--- src/rtl/timer_multi_ch_if.sv ---
// APB slave bundle for the multi-channel timer: 8-bit byte address, 32-bit data,
// no wait states. The master modport is what a bus driver or testbench uses.
interface timer_multi_ch_if;
  logic        psel;
  logic        penable;
  logic        pwrite;
  logic [7:0]  paddr;
  logic [31:0] pwdata;
  logic [31:0] prdata;
  logic        pready;
  logic        pslverr;

  modport master (
    output psel, penable, pwrite, paddr, pwdata,
    input  prdata, pready, pslverr
  );

  modport slave (
    input  psel, penable, pwrite, paddr, pwdata,
    output prdata, pready, pslverr
  );
endinterface

--- src/rtl/timer_multi_ch.sv ---
// Multi-channel APB timer: NCH independent CNT_W-bit up/down counters sharing one
// free-running 4-bit prescaler. Per channel: TDR (0x0), TCR (0x4), TSR (0x8) and a
// read-only TCNT (0xC), channel c at base 0x10*c.
// Optional feature: define TIMER_AUTO_RELOAD_EN to implement TCR[3] arld, which
// replaces the wrap value by TDR on overflow and underflow.
module timer_multi_ch #(
  parameter int NCH   = 2,
  parameter int CNT_W = 16
) (
  input  logic              pclk,
  input  logic              preset,
  timer_multi_ch_if.slave   apb,
  output logic [NCH-1:0]    irq
);

  logic [3:0]       psc;
  logic [CNT_W-1:0] tdr  [NCH];
  logic [CNT_W-1:0] tcnt [NCH];
  logic [1:0]       cks  [NCH];
  logic [NCH-1:0]   load, ie, updw, en, arld, udf, ovf;
  logic [NCH-1:0]   tick, set_ovf, set_udf, wr_ch;
  logic [3:0]       sel_ch;
  logic [1:0]       sel_off;
  logic             addr_ok, access, wr;

  assign sel_ch      = apb.paddr[7:4];
  assign sel_off     = apb.paddr[3:2];
  assign addr_ok     = (int'(sel_ch) < NCH) && (apb.paddr[1:0] == 2'b00);
  assign access      = apb.psel & apb.penable;
  assign apb.pslverr = access & (~addr_ok | (apb.pwrite & (sel_off == 2'd3)));
  assign apb.pready  = 1'b1;
  assign wr          = access & apb.pwrite & ~apb.pslverr;
  assign irq         = ie & (udf | ovf);

  // cks selects how many low prescaler bits must all be set for a tick
  function automatic logic tick_of(input logic [1:0] k, input logic [3:0] p);
    case (k)
      2'd0:    return p[0];
      2'd1:    return &p[1:0];
      2'd2:    return &p[2:0];
      default: return &p;
    endcase
  endfunction

  // Per-channel write strobe, tick and wrap detection; load suppresses counting
  always_comb begin
    for (int c = 0; c < NCH; c++) begin
      wr_ch[c]   = wr && (sel_ch == 4'(c));
      tick[c]    = tick_of(cks[c], psc);
      set_ovf[c] = ~load[c] & en[c] & tick[c] & ~updw[c] & (tcnt[c] == '1);
      set_udf[c] = ~load[c] & en[c] & tick[c] &  updw[c] & (tcnt[c] == '0);
    end
  end

  // Read mux: zero unless selected at a mapped address
  always_comb begin
    apb.prdata = '0;
    if (apb.psel && addr_ok) begin
      for (int c = 0; c < NCH; c++) begin
        if (sel_ch == 4'(c)) begin
          case (sel_off)
            2'd0:    apb.prdata[CNT_W-1:0] = tdr[c];
            2'd1:    apb.prdata[7:0] = {load[c], ie[c], updw[c], en[c], arld[c], 1'b0, cks[c]};
            2'd2:    apb.prdata[1:0] = {udf[c], ovf[c]};
            default: apb.prdata[CNT_W-1:0] = tcnt[c];
          endcase
        end
      end
    end
  end

  // Shared free-running prescaler
  always_ff @(posedge pclk) begin
    if (preset) psc <= '0;
    else        psc <= psc + 4'd1;
  end

`ifdef TIMER_AUTO_RELOAD_EN
  // Auto-reload enable bit, only present when the feature is built in
  always_ff @(posedge pclk) begin
    if (preset) begin
      arld <= '0;
    end else begin
      for (int c = 0; c < NCH; c++) begin
        if (wr_ch[c] && sel_off == 2'd1) arld[c] <= apb.pwdata[3];
      end
    end
  end
`else
  assign arld = '0;
`endif

  // Channel registers: software writes, load/count/wrap, sticky flags with set winning over clear
  always_ff @(posedge pclk) begin
    if (preset) begin
      for (int c = 0; c < NCH; c++) begin
        tdr[c]  <= '0;
        tcnt[c] <= '0;
        cks[c]  <= '0;
      end
      load <= '0;
      ie   <= '0;
      updw <= '0;
      en   <= '0;
      udf  <= '0;
      ovf  <= '0;
    end else begin
      for (int c = 0; c < NCH; c++) begin
        if (wr_ch[c] && sel_off == 2'd0) tdr[c] <= apb.pwdata[CNT_W-1:0];
        if (wr_ch[c] && sel_off == 2'd1) begin
          load[c] <= apb.pwdata[7];
          ie[c]   <= apb.pwdata[6];
          updw[c] <= apb.pwdata[5];
          en[c]   <= apb.pwdata[4];
          cks[c]  <= apb.pwdata[1:0];
        end
        if (load[c])              tcnt[c] <= tdr[c];
        else if (set_ovf[c])      tcnt[c] <= arld[c] ? tdr[c] : '0;
        else if (set_udf[c])      tcnt[c] <= arld[c] ? tdr[c] : '1;
        else if (en[c] && tick[c]) tcnt[c] <= updw[c] ? tcnt[c] - CNT_W'(1) : tcnt[c] + CNT_W'(1);
        ovf[c] <= set_ovf[c] | (ovf[c] & ~(wr_ch[c] && sel_off == 2'd2 && !apb.pwdata[0]));
        udf[c] <= set_udf[c] | (udf[c] & ~(wr_ch[c] && sel_off == 2'd2 && !apb.pwdata[1]));
      end
    end
  end

endmodule

--- src/flat_wrapper.sv ---
// flat-port wrapper written by rule: the top's interface ports become plain ports
module timer_multi_ch_flat 
#(
  parameter int NCH   = 2,
  parameter int CNT_W = 16
)
  (pclk, preset, irq, apb_psel, apb_penable, apb_pwrite, apb_paddr, apb_pwdata, apb_prdata, apb_pready, apb_pslverr);
  timer_multi_ch_if apb_i ();
  input  logic pclk;
  input  logic preset;
  output logic [NCH-1:0] irq;
  input wire logic [$bits(apb_i.psel)-1:0] apb_psel;
  input wire logic [$bits(apb_i.penable)-1:0] apb_penable;
  input wire logic [$bits(apb_i.pwrite)-1:0] apb_pwrite;
  input wire logic [$bits(apb_i.paddr)-1:0] apb_paddr;
  input wire logic [$bits(apb_i.pwdata)-1:0] apb_pwdata;
  output wire logic [$bits(apb_i.prdata)-1:0] apb_prdata;
  output wire logic [$bits(apb_i.pready)-1:0] apb_pready;
  output wire logic [$bits(apb_i.pslverr)-1:0] apb_pslverr;
  assign apb_i.psel = apb_psel;
  assign apb_i.penable = apb_penable;
  assign apb_i.pwrite = apb_pwrite;
  assign apb_i.paddr = apb_paddr;
  assign apb_i.pwdata = apb_pwdata;
  assign apb_prdata = apb_i.prdata;
  assign apb_pready = apb_i.pready;
  assign apb_pslverr = apb_i.pslverr;
  timer_multi_ch #(.NCH(NCH), .CNT_W(CNT_W)) u_core (.pclk(pclk), .preset(preset), .apb(apb_i), .irq(irq));
endmodule
--- config.mk ---
export PLATFORM = sky130hd
export DESIGN_NAME = timer_multi_ch_flat
export DESIGN_NICKNAME = d
export VERILOG_FILES = /design/src/rtl/timer_multi_ch_if.sv /design/src/rtl/timer_multi_ch.sv /design/src/flat_wrapper.sv
export SDC_FILE = /design/constraint.sdc
export NUM_CORES = 1
export LEC_CHECK = 0
export ABC_CLOCK_PERIOD_IN_PS = 2700
export CAP_MARGIN = 30
export CELL_PAD_IN_SITES_DETAIL_PLACEMENT = 1
export CELL_PAD_IN_SITES_GLOBAL_PLACEMENT = 1
export CORE_ASPECT_RATIO = 1.2
export CORE_UTILIZATION = 39
export DETAILED_ROUTE_END_ITERATION = 10
export PLACE_DENSITY_LB_ADDON = 0.1
export SETUP_SLACK_MARGIN = 0.3
export SLEW_MARGIN = 30
export SYNTH_ARGS = -nofsm -noshare
export SYNTH_HDL_FRONTEND = slang
export SYNTH_SLANG_ARGS = --single-unit
export TNS_END_PERCENT = 20
--- constraint.sdc ---
create_clock -name pclk -period 2.7 [get_ports pclk]
set_clock_uncertainty 0.15 [all_clocks]
set_input_delay 0.405 -clock pclk [delete_from_list [all_inputs] [get_ports pclk]]
set_output_delay 0.405 -clock pclk [all_outputs]
set_load 0.01 [all_outputs]
==> results.cfg <==
[pwr]
combPwrFrac = 0.128
seqPwrFrac = 0.478
internal_power_w = 0.00231
leakagePower_nw = 3.25
finalPower_w = 0.00313
switching_share = 0.261
p_clk_frac = 0.394
power.switching_w = 0.000818
vdd_drop_max_uv = 251
p_per_area_nw_per_um2 = 376

[timing]
fin_ws_ps = 88.6
final.period_utilization = 0.967
maxSlewHeadroom = 0.621
setup_viol = 0
hold_violations = 0
worst_slew_pin_slew_ps = 569
drv_slew = 0
max_freq_mhz = 383
finalCriticalPeriod_ps = 2610
rsz0062_at_grt = true

[clock_network]
clk_latency_ps = 340
cts_root_buf = clkbuf_16
clockBufferDepth = 2
cts_tree = yes
path_clk_slew_ps = 70
cts_buffers = 9
htree_levels = 3
clock_sinks = 84

[final_layout]
seq_area_um2 = 2370
diodes = 0
final_core_util = 0.573
postLayoutCellArea_um2 = 8330
layout_common_cells = buf_4, edfxtp_1, a21oi_1
finalNonFillerCells = 960
area_growth_pct = 42.7
drive_gt1_frac = 0.376
fillers = 1585
mostFrequentLayoutCell = buf_4
multi_input_area_um2 = 3900
nets = 837

[grt]
grt_use_total = 0.272
top_usage_layer = met2
grt_use_met3 = 0.0312
grt_pass1_vias = 5837
grt_overflow_total = 0
grt_start_max_net_pins = 30
grt_pass1_wl_um = 31900
grt_util_met1 = 0.330
use_met2 = 0.489
antenna_found_initial = 1

[floorplanning]
core_um2 = 14500
num_rows = 48
start_util = 0.402
die_h_um = 136
die-area_um2 = 15500
io_pins = 81
die_width_um = 114

[synthesis]
ys_types = 63
seq_area_frac_synth = 0.405
syn-cell-area_um2 = 5840
yosys_warnings = 0
yosys_register_bits = 84
async_reset_ff_frac = 0
synth_edf_count = 68
avgSynthCellArea_um2 = 9.49
syn_inst = 615
ys.flop_type = edfxtp_1

[routing]
wl_per_cell_um = 21.8
drt_wl_total_um = 21000
num_vias = 5605
postRouteAntennaNets = 0
viasPerCell = 5.84
drc = 0
first_pass_iters = 5
drtIter0Drc = 310

[worst_setup_path]
rr_startpoint = u_core.updw[1]$_SDFFE_PP0P_
worstRegToRegCells = 10
reg2reg_slack_ps = 90
start_kind = flop
critPathMaxFanout = 7
crit_required_ps = 2640
criticalPathCategory = reg -> reg
critical_path_arrival_ps = 2550
end_kind = flop
r2r-end = u_core.tcnt[1][14]$_DFFE_PP_

[hold_path]
min_path_type = reg -> reg
holdCritStartpoint = u_core.ie[0]$_SDFFE_PP0P_
hold_end = u_core.ie[0]$_SDFFE_PP0P_
min_path_cells = 2

[status]
outcome = complete, no violations

[place]
dp_worst_setup_slack_ps = -556
placed_cells = 909
portBuffers = 47
dpl_cell_area_um2 = 7090
routabilityCongestion = 0.887
dpl.hpwl_um = 15200

[run]
cap_viol_max_count = 0
## power groups by stage
stage | Clock (W) | Sequential [W] | Combinational, W
final | 0.00124 | 0.00150 | 0.000401
after global routing | 0.00130 | 0.00150 | 0.000430
after CTS | 0.00125 | 0.00149 | 0.000368
after detailed placement | 0 | 0.00152 | 0.000335
after global placement | 0 | 0.00151 | 0.000324
after floorplan | 0 | 0.00150 | 0.000186
## per-stage QoR
| step | TNS (ps) | hold WS (ps) |
|---|---|---|
| detailed placement | -19680 | 322 |
| CTS | 0 | 345 |
| global route | 0 | 388 |
| finish | 0 | 368 |
| global placement | -23840 | 318 |
| floorplan | 0 | 285 |
## sequential cells by signal, indices dropped and copies added, names as in the netlist
signal / cells
u_core.en: 2
u_core.updw: 2
u_core.udf: 2
u_core.tcnt: 32
u_core.load: 2
u_core.ovf: 2
u_core.cks: 4
u_core.ie: 2
u_core.psc: 4
u_core.tdr: 32
## synthesized netlist by cell type, types with 3 or more instances
cell / count / area share
nand2b_1: 7 / 0.0075
nor3_1: 12 / 0.010
buf_6: 4 / 0.0077
nor2b_1: 4 / 0.0043
a211oi_1: 21 / 0.027
o21bai_1: 7 / 0.0090
or3_1: 4 / 0.0043
a21o_1: 5 / 0.0064
nor4_1: 7 / 0.0075
clkbuf_1: 20 / 0.013
nand3_1: 22 / 0.019
inv_1: 16 / 0.010
a221o_2: 3 / 0.0058
buf_2: 3 / 0.0026
a222oi_1: 4 / 0.0069
nand3b_1: 4 / 0.0051
buf_4: 17 / 0.022
a22oi_1: 19 / 0.024
a21oi_1: 63 / 0.054
nor2_1: 52 / 0.033
edfxtp_1: 68 / 0.35
a221o_1: 4 / 0.0069
mux2_2: 3 / 0.0058
xnor2_1: 10 / 0.015
xor2_1: 12 / 0.018
ha_1: 35 / 0.075
nand4_1: 10 / 0.011
a31oi_1: 4 / 0.0043
a221oi_1: 9 / 0.013
nand2_1: 46 / 0.030
dfxtp_1: 16 / 0.055
o21ai_0: 39 / 0.033
and3_1: 23 / 0.025
o21a_1: 4 / 0.0051
## cell type report
cell class	count	share of cell area
clock inverter	6	0.00526
timing repair buffer	160	0.174
sequential	84	0.285
inverter	16	0.00811
multi-input combinational	484	0.468
clock buffer	10	0.0300
tap	200	0.0300
## routing by layer
| layer | vias to the layer above | wire, µm |
|---|---|---|
| met2 | 132 | 11000 |
| met3 | 46 | 624 |
| li1 | 2597 | - |
| met4 | 2 | 687 |
| met1 | 2828 | 8650 |
| met5 | - | 13 |
## repair_timing
| action | CTS | global route |
|---|---|---|
| pin swaps | 31 | 73 |
| resized for setup | 163 | 105 |
| buffers inserted | 27 | 6 |
| hold buffers | 0 | 0 |
| hold endpoints to repair | 0 | 0 |
| gates cloned | 2 | 0 |
| setup endpoints to repair | 149 | 77 |
## cells by family (layout without fill, tap and decap cells)
kind of cell	Yosys count	in the layout	share of synthesized area
simple gates	202	202	0.180
compound gates	200	201	0.225
flops	84	84	0.405
buf+inv	63	192	0.0589
fa+ha+maj	37	37	0.0819
xor+xnor	22	22	0.0330
mux	5	5	0.0148
other cells	2	17	0.00129
## how the worst max path moves through the flow
stage | cells past startpoint | from | to | slack, ps
6_report | 10 | u_core.updw[1]$_SDFFE_PP0P_ | u_core.tcnt[1][14]$_DFFE_PP_ | 90
5_1_grt | 10 | u_core.updw[1]$_SDFFE_PP0P_ | u_core.tcnt[1][12]$_DFFE_PP_ | 5
4_1_cts | 8 | u_core.tcnt[1][1]$_DFFE_PP_ | u_core.tcnt[1][13]$_DFFE_PP_ | 30
3_5_place_dp | 10 | apb_paddr[3] | apb_prdata[6] | -560
3_3_place_gp | 8 | u_core.psc[0]$_SDFF_PP0_ | u_core.tcnt[0][7]$_SDFFCE_PP0P_ | -520
2_1_floorplan | 9 | u_core.tcnt[0][0]$_SDFFCE_PP0P_ | u_core.tcnt[0][14]$_SDFFCE_PP0P_ | 240
## worst max-delay path, stage by stage, from the launching register on
cell and delay, ps:
dfxtp_4 430, buf_6 160, inv_4 40, fa_2 380, nand2b_4 170, a21oi_4 230, nor4b_4 80, nor3_2 150
nor2_1 90, xnor2_1 140, a221o_2 350
No activity file was read; power rests on OpenSTA's default activity.
